**config.mk**
```make
export PLATFORM = sky130hd
export DESIGN_NAME = uart_hex_tx_flat
export DESIGN_NICKNAME = d
export VERILOG_FILES = /design/src/rtl/uart_hex_tx_if.sv /design/src/rtl/uart_hex_tx.sv /design/src/flat_wrapper.sv
export SDC_FILE = /design/constraint.sdc
export NUM_CORES = 1
export LEC_CHECK = 0
export ABC_AREA = 1
export BUFFER_PORTS_ARGS = -buffer_cell sky130_fd_sc_hd__buf_2
export CORE_ASPECT_RATIO = 0.75
export CORE_MARGIN = 5
export CORE_UTILIZATION = 40
export DETAILED_ROUTE_END_ITERATION = 8
export GPL_TIMING_DRIVEN = 1
export PLACE_DENSITY = 0.73
export SETUP_SLACK_MARGIN = 0.05
export SLEW_MARGIN = 20
export SYNTH_ARGS = -nofsm -noshare
export SYNTH_HDL_FRONTEND = slang
export SYNTH_SLANG_ARGS = --single-unit
```
**constraint.sdc**
```tcl
create_clock -name clk -period 1.6 [get_ports clk]
set_clock_uncertainty 0.2 [all_clocks]
set_input_delay 0.32 -clock clk [delete_from_list [all_inputs] [get_ports clk]]
set_output_delay 0.32 -clock clk [all_outputs]
set_load 0.01 [all_outputs]
```
**src/rtl/uart_hex_tx_if.sv**
```systemverilog
// Producer/UART-side bundle for uart_hex_tx: print request, status and the
// per-byte transmit handshake toward the UART core.
interface uart_hex_tx_if #(
    parameter int DATA_WIDTH = 16
);
    logic                  start;
    logic [DATA_WIDTH-1:0] data;
    logic                  busy;
    logic                  done;
    logic                  tx_start;
    logic [7:0]            tx_data;
    logic                  tx_busy;

    // Environment side: producer plus UART transmitter.
    modport master (
        output start, data, tx_busy,
        input  busy, done, tx_start, tx_data
    );

    // Formatter side.
    modport slave (
        input  start, data, tx_busy,
        output busy, done, tx_start, tx_data
    );
endinterface

```
**src/rtl/uart_hex_tx.sv**
```systemverilog
// Prints a DATA_WIDTH-bit word as ASCII hex (MSB nibble first, optional CR LF)
// by feeding bytes one at a time into the UART transmit handshake.
module uart_hex_tx #(
    parameter int DATA_WIDTH = 16,
    parameter bit SEND_CRLF  = 1'b1,
    parameter bit UPPERCASE  = 1'b1
) (
    input  logic         clk,
    input  logic         reset,
    uart_hex_tx_if.slave bus,
    output logic [1:0]   state_o
);
    localparam int NDIG   = DATA_WIDTH / 4;
    localparam int NBYTES = NDIG + (SEND_CRLF ? 2 : 0);
    localparam int CW     = $clog2(NBYTES + 1);

    typedef enum logic [1:0] {IDLE, WAIT_IDLE, REQ, DRAIN} state_t;

    state_t                state_q, state_d;
    logic [DATA_WIDTH-1:0] shift_q, shift_d;
    logic [CW-1:0]         cnt_q, cnt_d;
    logic [7:0]            tx_data_q, tx_data_d;
    logic                  busy_q, busy_d;
    logic                  done_q, done_d;

    function automatic logic [7:0] hex_char(input logic [3:0] n);
        if (n < 4'd10) return 8'h30 + {4'd0, n};
        return (UPPERCASE ? 8'h41 : 8'h61) + {4'd0, n} - 8'd10;
    endfunction

    // UART handshake: tx_start is held high with tx_data stable until tx_busy
    // is sampled high (byte taken); the next byte is only offered after
    // tx_busy has been sampled low again.
    always_comb begin
        state_d   = state_q;
        shift_d   = shift_q;
        cnt_d     = cnt_q;
        tx_data_d = tx_data_q;
        done_d    = 1'b0;
        case (state_q)
            IDLE: begin
                if (bus.start) begin
                    shift_d   = bus.data;
                    cnt_d     = CW'(NBYTES);
                    tx_data_d = hex_char(bus.data[DATA_WIDTH-1 -: 4]);
                    state_d   = WAIT_IDLE;
                end
            end
            WAIT_IDLE: begin
                if (!bus.tx_busy) state_d = REQ;
            end
            REQ: begin
                if (bus.tx_busy) state_d = DRAIN;
            end
            DRAIN: begin
                if (!bus.tx_busy) begin
                    if (cnt_q == CW'(1)) begin
                        cnt_d   = '0;
                        done_d  = 1'b1;
                        state_d = IDLE;
                    end else begin
                        // cnt_d counts bytes still to send, so the last two are CR/LF.
                        cnt_d   = cnt_q - CW'(1);
                        shift_d = shift_q << 4;
                        state_d = REQ;
                        if (SEND_CRLF && cnt_d == CW'(2))
                            tx_data_d = 8'h0D;
                        else if (SEND_CRLF && cnt_d == CW'(1))
                            tx_data_d = 8'h0A;
                        else
                            tx_data_d = hex_char(shift_d[DATA_WIDTH-1 -: 4]);
                    end
                end
            end
            default: state_d = IDLE;
        endcase
        busy_d = (state_d != IDLE);
    end

    always_ff @(posedge clk or negedge reset) begin
        if (!reset) begin
            state_q   <= IDLE;
            shift_q   <= '0;
            cnt_q     <= '0;
            tx_data_q <= 8'h00;
            busy_q    <= 1'b0;
            done_q    <= 1'b0;
        end else begin
            state_q   <= state_d;
            shift_q   <= shift_d;
            cnt_q     <= cnt_d;
            tx_data_q <= tx_data_d;
            busy_q    <= busy_d;
            done_q    <= done_d;
        end
    end

    assign bus.tx_start = (state_q == REQ);
    assign bus.tx_data  = tx_data_q;
    assign bus.busy     = busy_q;
    assign bus.done     = done_q;
    assign state_o      = state_q;
endmodule
```
**src/flat_wrapper.sv**
```systemverilog
// flat-port wrapper written by rule: the top's interface ports become plain ports
module uart_hex_tx_flat 
#(
    parameter int DATA_WIDTH = 16,
    parameter bit SEND_CRLF  = 1'b1,
    parameter bit UPPERCASE  = 1'b1
)
  (clk, reset, state_o, bus_start, bus_data, bus_tx_busy, bus_busy, bus_done, bus_tx_start, bus_tx_data);
  uart_hex_tx_if #(.DATA_WIDTH(DATA_WIDTH)) bus_i ();
  input  logic clk;
  input  logic reset;
  output logic [1:0] state_o;
  input wire logic [$bits(bus_i.start)-1:0] bus_start;
  input wire logic [$bits(bus_i.data)-1:0] bus_data;
  input wire logic [$bits(bus_i.tx_busy)-1:0] bus_tx_busy;
  output wire logic [$bits(bus_i.busy)-1:0] bus_busy;
  output wire logic [$bits(bus_i.done)-1:0] bus_done;
  output wire logic [$bits(bus_i.tx_start)-1:0] bus_tx_start;
  output wire logic [$bits(bus_i.tx_data)-1:0] bus_tx_data;
  assign bus_i.start = bus_start;
  assign bus_i.data = bus_data;
  assign bus_i.tx_busy = bus_tx_busy;
  assign bus_busy = bus_i.busy;
  assign bus_done = bus_i.done;
  assign bus_tx_start = bus_i.tx_start;
  assign bus_tx_data = bus_i.tx_data;
  uart_hex_tx #(.DATA_WIDTH(DATA_WIDTH), .SEND_CRLF(SEND_CRLF), .UPPERCASE(UPPERCASE)) u_core (.clk(clk), .reset(reset), .bus(bus_i), .state_o(state_o));
endmodule
```
==> impl_metrics.csv, run 1 <==
group,metric,value,unit
logic_synthesis,synthCells,188,
clock_tree,clockBufferDepth,2,
power,ir_drop,0.8082,mV
critical_path,cp.required,1610,ps
die,fp.dieW,80.18,µm
critical_path,critPathLaunch,"u_core.cnt_q[0]$_DFFE_PN0P_",
placement,post-place-cells,273,
sta,finalHoldViolations,0,
run_status,status,"complete, no violations",
critical_path,critPathTopFamily,"flip-flops",
sta,tightest_slew,613.6,ps
logic_synthesis,synthesis.area,0.001478,mm²
min_path,hp-class,"in2reg",
final_layout,antenna_cells,0,
clock_tree,cts.sinks,26,
logic_synthesis,synth_nets,214,
critical_path,max_stage_delay,440,ps
sta,hold_ws,76.75,ps
route,drt_wl_total,3.483,mm
grt,grt_pass1_vias,1290,
die,die_area,0.005022,mm²
logic_synthesis,yosys_warnings,0,
clock_tree,cts_root_buf,"clkbuf_8",
min_path,worstHoldStart,"bus_data[2]",
sta,maxSlewHeadroom,0.5909,
die,ios,33,
sta,finalCritPeriodShare,0.9936,
sta,finalSetupViolCount,0,
placement,gp_congestion,0.8307,
die,die_h,62.64,µm
clock_tree,clock_latency,280,ps
final_layout,synthToLayoutAreaGrowth,36.83,%
final_layout,nFillCells,337,
logic_synthesis,yosysUniqueCellTypes,24,
route,ant_nets,0,
clock_tree,cts_tree,"yes",
critical_path,cp_slowest_cell,"dfrtp_1",
placement,dp_slack,-90.29,ps
flow_run,max_cap_viol_count,0,
grt,grt_pass1_wl,5.609,mm
die,start_util,0.4089,
placement,hpwl,2.343,mm
route,first_iter_violations,39,
logic_synthesis,ys_ff_latch,26,
critical_path,endpoint_kind,"flip-flop",
route,drc,0,
clock_tree,cts_buffers,3,
die,placement_rows,19,
critical_path,start_kind,"flip-flop",
grt,met3_usage,0.03746,
clock_tree,cts_max_level,1,
grt,use_met1,0.1928,
final_layout,stdcell_count,283,
grt,grt-ovfl-total,0,
critical_path,crit_chain,"inv_2, ha_4, nand2_2, and2_4, buf_4, o21ai_1, nand2_1, o21ai_2",
logic_synthesis,syn_avg_cell_area,7.860,µm²
critical_path,cp.arrival,1600,ps
clock_tree,clk_pin_slew,100,ps
final_layout,drive_above_1_share,0.3766,
logic_synthesis,synth_edf_count,0,
sta,rsz0062_at_grt,"yes",
final_layout,layout_commonest_cell,"nand2_1",
final_layout,final_net_count,258,
critical_path,path_buf_inv,2,
critical_path,crit_path_max_fanout,3,
route,drt_first_pass_iters,4,
power,p_leak,0.9926,nW
route,wl_per_cell,12.31,µm
logic_synthesis,synth_area_leader_cell,"dfrtp_1",
grt,grt.busiest_layer,"met2",
logic_synthesis,synth-main-ff-cell,"dfrtp_1",
sta,max_freq,629.0,MHz
grt,grt_use_total,0.1377,
logic_synthesis,async_reset_ff_frac,1.000,
logic_synthesis,synth_seq_area_share,0.4403,
sta,slew_viol_final,0,
critical_path,r2r_start,"u_core.cnt_q[0]$_DFFE_PN0P_",
sta,setup_ws,10.26,ps
route,via_per_inst,4.788,
logic_synthesis,synth_top_area_frac,0.4403,
grt,grt_max_degree,27,
power,p_per_area,1802,mW/mm²
final_layout,layout_common_cells,"nand2_1, buf_2, dfrtp_1, inv_1",
final_layout,utilization,0.5596,
logic_synthesis,synth_area_leaders,"dfrtp_1, nand2_1, o21ai_0",
route,vias,1355,
sta,post-route-min-period,1590,ps
grt,antenna_found_initial,0,
critical_path,critical_path_class,"reg2reg",
placement,io_buffer_count,31,
grt,grtUsageMet2,0.2200,
die,core,0.003613,mm²
power,total_power,3.643,mW
-- cell type report --
type	instances	area [µm²]	share of cell area
Sequential cell	26	653.1	0.3230
Inverter	25	98.84	0.04889
Clock buffer	3	41.29	0.02042
Multi-Input combinational cell	131	804.5	0.3979
Clock inverter	1	30.03	0.01485
Timing Repair Buffer	45	329.1	0.1627
Tap cell	52	65.06	0.03218
-- routing by layer --
layer,vias up,share of wire
met5,-,0
met4,0,0.017
met3,7,0.083
met2,51,0.43
met1,601,0.47
li1,696,-
-- path summary, 6_finish.rpt --
check	end	slack, ps	cells after the start
worst max-delay path	u_core.cnt_q[2]$_DFFE_PN0P_	10	8
worst min-delay path	u_core.shift_q[2]$_DFFE_PN0P_	80	3
worst max register to register	u_core.cnt_q[2]$_DFFE_PN0P_	10	8
worst min register to register	u_core.bus.tx_data[4]$_DFFE_PN0P_	290	2
max in group asynchronous	u_core.state_o[1]$_DFF_PN0_	390	2
min in group asynchronous	u_core.bus.tx_data[4]$_DFFE_PN0P_	380	2
-- cell families (layout without fill, tap and decap cells) --
family,count (synthesis),after routing,share of synthesized area
buf+inv,31,74,0.09483
compound gates,40,40,0.1516
fa+ha+maj,6,6,0.05080
flops,26,26,0.4403
other cells,1,1,0.002538
simple gates,84,84,0.2600
-- sequential cells by signal, indices dropped and copies added, names as in the netlist --
name                count
u_core.bus.tx_data      7
u_core.bus.done         1
u_core.shift_q         12
u_core.cnt_q            3
u_core.state_o          2
u_core.bus.busy         1
-- per-stage QoR --
step | instance area (µm²) | TNS [ps]
after floorplan | 1478 | 0
after global placement | 1742 | 0
after detailed placement | 1742 | -244.2
after CTS | 1883 | 0
after global routing | 2022 | -511.3
final | 2022 | 0
-- cell usage after synthesis (all sizes together), types with 2 or more instances --
cell,count
ha,6
nand3,13
o211ai,8
nor2,17
nand3b,2
dfrtp,26
buf,6
inv,24
nand2,49
o21ai,23
a21oi,7
-- report_power, final --
group / switching, mW / internal [mW]
clock: 0.225 / 0.335
sequential: 0.158 / 0.948
combinational: 1.12 / 0.860
-- tightest hold or removal path, stage by stage --
cell and delay (ps):
buf_2 70, nand3_1 60, o21ai_0 70
-- what timing repair did --
action / 4_1_cts / 5_1_grt
cloned: 1 / 1
pin swaps: 2 / 7
hold buffers: 1 / 0
resized for setup: 8 / 45
setup endpoints to repair: 20 / 22
endpoints found under the hold margin: 26 / 0
buffers inserted: 3 / 0
Power figures use the tool's default switching activity.
==> run 2, diff against run 1 <==
Settings changed: REMOVE_ABC_BUFFERS set to 1.
==> run 2 against run 1 <==
  * Largest cell class unchanged
  * Worst hold slack got worse by 9.3 ps
  * Wire length rose by 0.92%
  * Non-clock buffer count did not move
  * Combinational power barely moved
  * Sequential power barely moved
  * First-iteration DRC count rose by 51%
  * Critical path depth rose by 2
  * Setup slack improved by 8.8 ps
  * Critical path type unchanged
  * Die area did not move
==> impl_metrics.csv, run 2 (same netlist as run 1, synthesis figures left out) <==
group,metric,value,unit
run_status,status,"complete, no violations",
power,p_seq_frac,0.306,
critical_path,endpoint_kind,"flip-flop",
final_layout,synthToLayoutAreaGrowth,39.46,%
route,ant_nets,0,
clock_tree,cts.sinks,26,
placement,place_area,0.001722,mm²
route,wl_per_cell,12.42,µm
die,core,0.003613,mm²
die,start_util,0.4089,
final_layout,antenna_cells,0,
die,ios,33,
final_layout,utilization,0.5703,
critical_path,crit_path_max_fanout,3,
placement,gp_congestion,0.8099,
clock_tree,cts_root_buf,"clkbuf_8",
power,p_per_area,1774,mW/mm²
power,pwr-share-clk,0.151,
power,power.internal,2.153,mW
sta,finalCritPeriodShare,0.9881,
route,via_per_inst,4.827,
sta,hold_ws,67.44,ps
grt,grt_max_degree,27,
route,vias,1366,
critical_path,worstReg2RegEnd,"u_core.bus.tx_data[2]$_DFFE_PN0P_",
final_layout,nFillCells,335,
sta,finalHoldViolations,0,
min_path,worstHoldStart,"bus_data[2]",
power,swShare,0.4110,
final_layout,regMostFlops,"u_core.shift_q",
sta,rsz0062_at_grt,"yes",
die,fp.dieW,80.18,µm
sta,finalSetupViolCount,0,
final_layout,largest_register_ff_count,12,
final_layout,final_net_count,258,
critical_path,cp.required,1580,ps
critical_path,critical_path_class,"reg2reg",
power,combinationalPowerShare,0.543,
power,ir_drop,1.003,mV
power,total_power,3.655,mW
grt,grt_use_total,0.1381,
min_path,hold_end,"u_core.shift_q[2]$_DFFE_PN0P_",
critical_path,start_kind,"flip-flop",
critical_path,r2r_start,"u_core.cnt_q[0]$_DFFE_PN0P_",
grt,grt_pass1_wl,5.589,mm
route,drc,0,
clock_tree,clk_pin_slew,90,ps
min_path,hp-class,"in2reg",
route,drt_first_pass_iters,4,
critical_path,rrSetupSlack,20,ps
power,p_switching,1.502,mW
clock_tree,clock_latency,280,ps
die,die_h,62.64,µm
sta,slew_viol_final,0,
final_layout,layout_commonest_cell,"nand2_1",
die,die_area,0.005022,mm²
power,p_leak,1.008,nW
critical_path,crit_chain,"inv_2, ha_4, nand2_4, and2_4, nand2_2, nand2_2, inv_2, o21ai_2, nand2_1, nand2_1",
sta,setup_ws,19.08,ps
flow_run,max_cap_viol_count,0,
sta,post-route-min-period,1581,ps
placement,dp_slack,-70.21,ps
sta,max_freq,632.5,MHz
clock_tree,clockBufferDepth,2,
grt,grt-ovfl-total,0,
critical_path,cp.arrival,1560,ps
route,drt_wl_total,3.515,mm
final_layout,drive_above_1_share,0.3896,
critical_path,cp_slowest_cell,"dfrtp_2",
final_layout,stdcell_area,0.002061,mm²
sta,tightest_slew,599.6,ps
placement,hpwl,2.320,mm
final_layout,layout_common_cells,"nand2_1, buf_2, dfrtp_1, inv_1, o21ai_0",
grt,grt_pass1_vias,1232,
route,first_iter_violations,59,
clock_tree,cts_max_level,1,
critical_path,max_stage_delay,450,ps
sta,maxSlewHeadroom,0.6003,
critical_path,ff2ff_path_depth,10,
clock_tree,cts_buffers,3,
placement,io_buffer_count,31,
die,placement_rows,19,
min_path,hold_depth,3,
clock_tree,cts_tree,"yes",
grt,antenna_found_initial,0,
[run 2: changes by cell type in the layout (fill, tap and decap cells not counted), sizes merged]
cell,previous run,this run
buf,43,42
clkbuf,4,5
clkinv,1,0
inv,24,25
[run 2: worst max-delay path by stage]
stage,from,endpoint,slack (ps)
2_1_floorplan,u_core.state_o[1]$_DFF_PN0_,u_core.bus.tx_data[0]$_DFFE_PN0P_,-40
3_3_place_gp,u_core.cnt_q[0]$_DFFE_PN0P_,u_core.bus.tx_data[2]$_DFFE_PN0P_,1
3_5_place_dp,u_core.cnt_q[0]$_DFFE_PN0P_,u_core.bus.tx_data[2]$_DFFE_PN0P_,-70
4_1_cts,u_core.cnt_q[0]$_DFFE_PN0P_,u_core.bus.tx_data[1]$_DFFE_PN0P_,20
5_1_grt,u_core.cnt_q[0]$_DFFE_PN0P_,u_core.bus.tx_data[1]$_DFFE_PN0P_,-60
6_report,u_core.cnt_q[0]$_DFFE_PN0P_,u_core.bus.tx_data[2]$_DFFE_PN0P_,20
[run 2: timing repair]
item / CTS / global route
pin swaps: 0 / 11
endpoints found under the hold margin: 26 / 0
buffers inserted: 3 / 1
gates resized for setup: 8 / 48
hold buffers: 1 / 0
endpoints found under the setup margin: 15 / 22
cloned: 0 / 2
[run 2: final cells by class]
cell class	count	area, µm²	share of cell area
Clock inverter	1	30.03	0.01457
Inverter	25	101.3	0.04918
Tap cell	52	65.06	0.03157
Clock buffer	3	41.29	0.02004
Multi-Input combinational cell	131	838.3	0.4068
Sequential cell	26	654.4	0.3175
Timing Repair Buffer	45	330.3	0.1603
[run 2: layer usage]
layer	global-route usage	vias to the layer above	wire [µm]
met3	0.04467	3	196
met5	0	-	0
met1	0.1995	633	1653
li1	-	696	-
met4	0.02743	0	21
met2	0.2014	34	1643
[run 2: critical path, delay by kind of cell, from the launching register on]
kind            cells  cell delay (ps)
compound gates      1               60
fa+ha+maj           1              160
buf+inv             2              150
flops               1              450
simple gates        6              470
[run 2: power groups by stage]
stage,clock (mW),combinational [mW],sequential [mW]
after global routing,0.601,2.23,1.16
final,0.551,1.99,1.12
after CTS,0.567,1.56,1.09
after floorplan,0,0.915,1.13
after global placement,0,1.41,1.09
after detailed placement,0,1.44,1.10
[run 2: metrics by stage]
stage,TNS [ps],cells
2_1_floorplan,-63.85,182
3_3_place_gp,0,272
3_5_place_dp,-77.84,272
4_1_cts,0,280
5_1_grt,-229.2,283
6_report,0,283
==> run 3, diff against run 2 <==
--- a/config.mk
+++ b/config.mk
@@ -8,5 +8,4 @@
 export ABC_AREA = 1
 export BUFFER_PORTS_ARGS = -buffer_cell sky130_fd_sc_hd__buf_2
-export CORE_ASPECT_RATIO = 0.75
 export CORE_MARGIN = 5
 export CORE_UTILIZATION = 40
==> constraint.sdc (replaced) <==
create_clock -name clk -period 1.6 [get_ports clk]
set_clock_uncertainty 0.2 [all_clocks]
set_input_delay 0.32 -clock clk [delete_from_list [all_inputs] [get_ports clk]]
set_output_delay 0.32 -clock clk [all_outputs]
set_load 0.1 [all_outputs]
==> run 3 against run 2 <==
  * The run now ends with setup timing left
  * Clock-buffer cell count is the same
  * Critical path depth shrank 7
  * Total power grew 27%
  * Utilization grew 3.6 points
  * Final area grew 6.9%
  * Setup slack lost 75 ps
  * Combinational power grew 56%
==> impl_metrics.csv, run 3 (same netlist as run 1, synthesis figures left out) <==
group,metric,value,unit
die,die_h,70.78,µm
critical_path,start_kind,"flip-flop",
die,die_area,0.005010,mm²
final_layout,antenna_cells,0,
critical_path,endpoint_kind,"output pin",
critical_path,critPathTopFamily,"flip-flops",
route,first_iter_violations,62,
placement,post-place-cells,270,
route,drt_first_pass_iters,4,
critical_path,max_stage_delay,450,ps
clock_tree,clk_pin_slew,90,ps
route,via_per_inst,4.849,
clock_tree,cts_max_level,1,
die,ios,33,
power,ir_drop,1.134,mV
run_status,failed_checks,"setup timing",
sta,tightest_slew,597.1,ps
grt,grt_max_degree,31,
clock_tree,cts_root_buf,"clkbuf_8",
sta,finalSetupViolCount,2,
grt,grt_pass1_wl,5.685,mm
clock_tree,cts_buffers,3,
critical_path,crit_path_max_fanout,3,
route,routed.top_layer,"met4",
grt,grt-ovfl-total,0,
sta,slew_viol_final,0,
clock_tree,cts.sinks,26,
grt,antenna_found_initial,0,
sta,max_freq,603.9,MHz
placement,gp_congestion,0.7936,
placement,io_buffer_count,31,
sta,post-route-min-period,1656,ps
sta,finalCritPeriodShare,1.035,
power,total_power,4.624,mW
power,p_per_area,2099,mW/mm²
critical_path,path_buf_inv,2,
die,fp.dieW,70.78,µm
route,ant_nets,0,
final_layout,regMostFlops,"u_core.shift_q",
route,wl_met1,1.578,mm
flow_run,max_cap_viol_count,0,
route,wl_per_cell,12.37,µm
die,start_util,0.4067,
final_layout,layout_common_cells,"nand2_1, dfrtp_1, inv_1, buf_2, nor2_1",
placement,hpwl,2.323,mm
clock_tree,clockBufferDepth,2,
final_layout,synthToLayoutAreaGrowth,49.11,%
power,p_leak,1.097,nW
final_layout,nFillCells,331,
sta,setup_ws,-55.93,ps
sta,maxSlewHeadroom,0.6020,
final_layout,largest_register_ff_count,12,
run_status,status,"finished, violations left",
clock_tree,clock_latency,260,ps
clock_tree,cts_tree,"yes",
route,dr_wl_met2,1.759,mm
final_layout,final_net_count,265,
grt,grt_pass1_vias,1289,
critical_path,cp_slowest_cell,"dfrtp_2",
critical_path,critical_path_class,"reg2out",
critical_path,cp.required,1080,ps
final_layout,layout_commonest_cell,"nand2_1",
final_layout,stdcell_count,285,
sta,rsz0062_at_grt,"yes",
critical_path,crit_chain,"buf_6, nor2_4, buf_12",
die,core,0.003633,mm²
route,drt_wl_total,3.526,mm
min_path,hp-class,"in2reg",
route,drc,0,
final_layout,drive_above_1_share,0.3629,
grt,grt_use_total,0.1352,
route,vias,1382,
critical_path,cp.arrival,1140,ps
route,met3_length,181,µm
sta,finalHoldViolations,0,
die,placement_rows,22,
run 3: changes by cell type in the layout (fill, tap and decap cells not counted), moves of 3 or more:
cell,before,now
nand2_4,6,9
o21ai_0,15,12
buf_2,31,20
buf_6,0,4
nand2_2,6,3
buf_4,8,12
nor2_1,10,13
buf_12,2,12
run 3: worst paths after layout:
| kind | startpoint | end | slack, ps | cells after the start |
|---|---|---|---|---|
| worst max-delay path | u_core.state_o[0]$_DFF_PN0_ | bus_tx_start | -60 | 3 |
| worst min-delay path | bus_data[1] | u_core.shift_q[1]$_DFFE_PN0P_ | 80 | 3 |
| worst max register to register | u_core.cnt_q[0]$_DFFE_PN0P_ | u_core.bus.tx_data[2]$_DFFE_PN0P_ | 10 | 11 |
| worst min register to register | u_core.shift_q[7]$_DFFE_PN0P_ | u_core.shift_q[7]$_DFFE_PN0P_ | 330 | 2 |
| max in group asynchronous | reset | u_core.state_o[0]$_DFF_PN0_ | 370 | 2 |
| min in group asynchronous | reset | u_core.bus.tx_data[1]$_DFFE_PN0P_ | 400 | 2 |
run 3: cell type report:
cell class / count / area [µm²] / share of cell area
timing repair buffer: 52 / 543.0 / 0.2465
clock buffer: 3 / 41.29 / 0.01874
multi-input combinational: 131 / 800.8 / 0.3634
sequential: 26 / 651.9 / 0.2959
inverter: 25 / 106.4 / 0.04827
tap: 48 / 60.06 / 0.02726
run 3: repair_timing:
action,in CTS,in global routing
buffers inserted,4,5
hold buffers,1,0
resized for setup,20,30
pin swaps,3,5
endpoints found under the hold margin,26,0
endpoints found under the setup margin,17,24
cloned,0,2
run 3: through the flow:
| stage | TNS [ps] | setup slack (ps) | utilization | area (µm²) | hold WS [ps] |
|---|---|---|---|---|---|
| floorplan | -14830 | -1277 | - | 1436 | -175.6 |
| detailed placement | -43.54 | -18.76 | 0.5179 | 1882 | 157.8 |
| finish | -104.5 | -55.93 | 0.6064 | 2203 | 81.40 |
| CTS | -151.8 | -56.81 | 0.5599 | 2034 | 81.58 |
| global placement | 0 | 26.21 | 0.5179 | 1882 | 153.4 |
| global route | -912.4 | -107.2 | 0.6064 | 2203 | 95.92 |
run 3: per-layer routing:
layer  up-vias  global-route usage
met2        29              0.2276
met3         2             0.03125
met5         -                   0
li1        707                   -
met1       644              0.1802
met4         0             0.02296
run 3: tightest hold or removal path, cell delays in order:
cell and delay, ps:
buf_2 70, nand3_1 60, o21ai_0 60
run 3: power breakdown:
group          internal, mW  total, mW  switching (mW)
Combinational          1.21       3.11            1.91
Clock                 0.168      0.363           0.195
Sequential            0.948       1.15           0.199
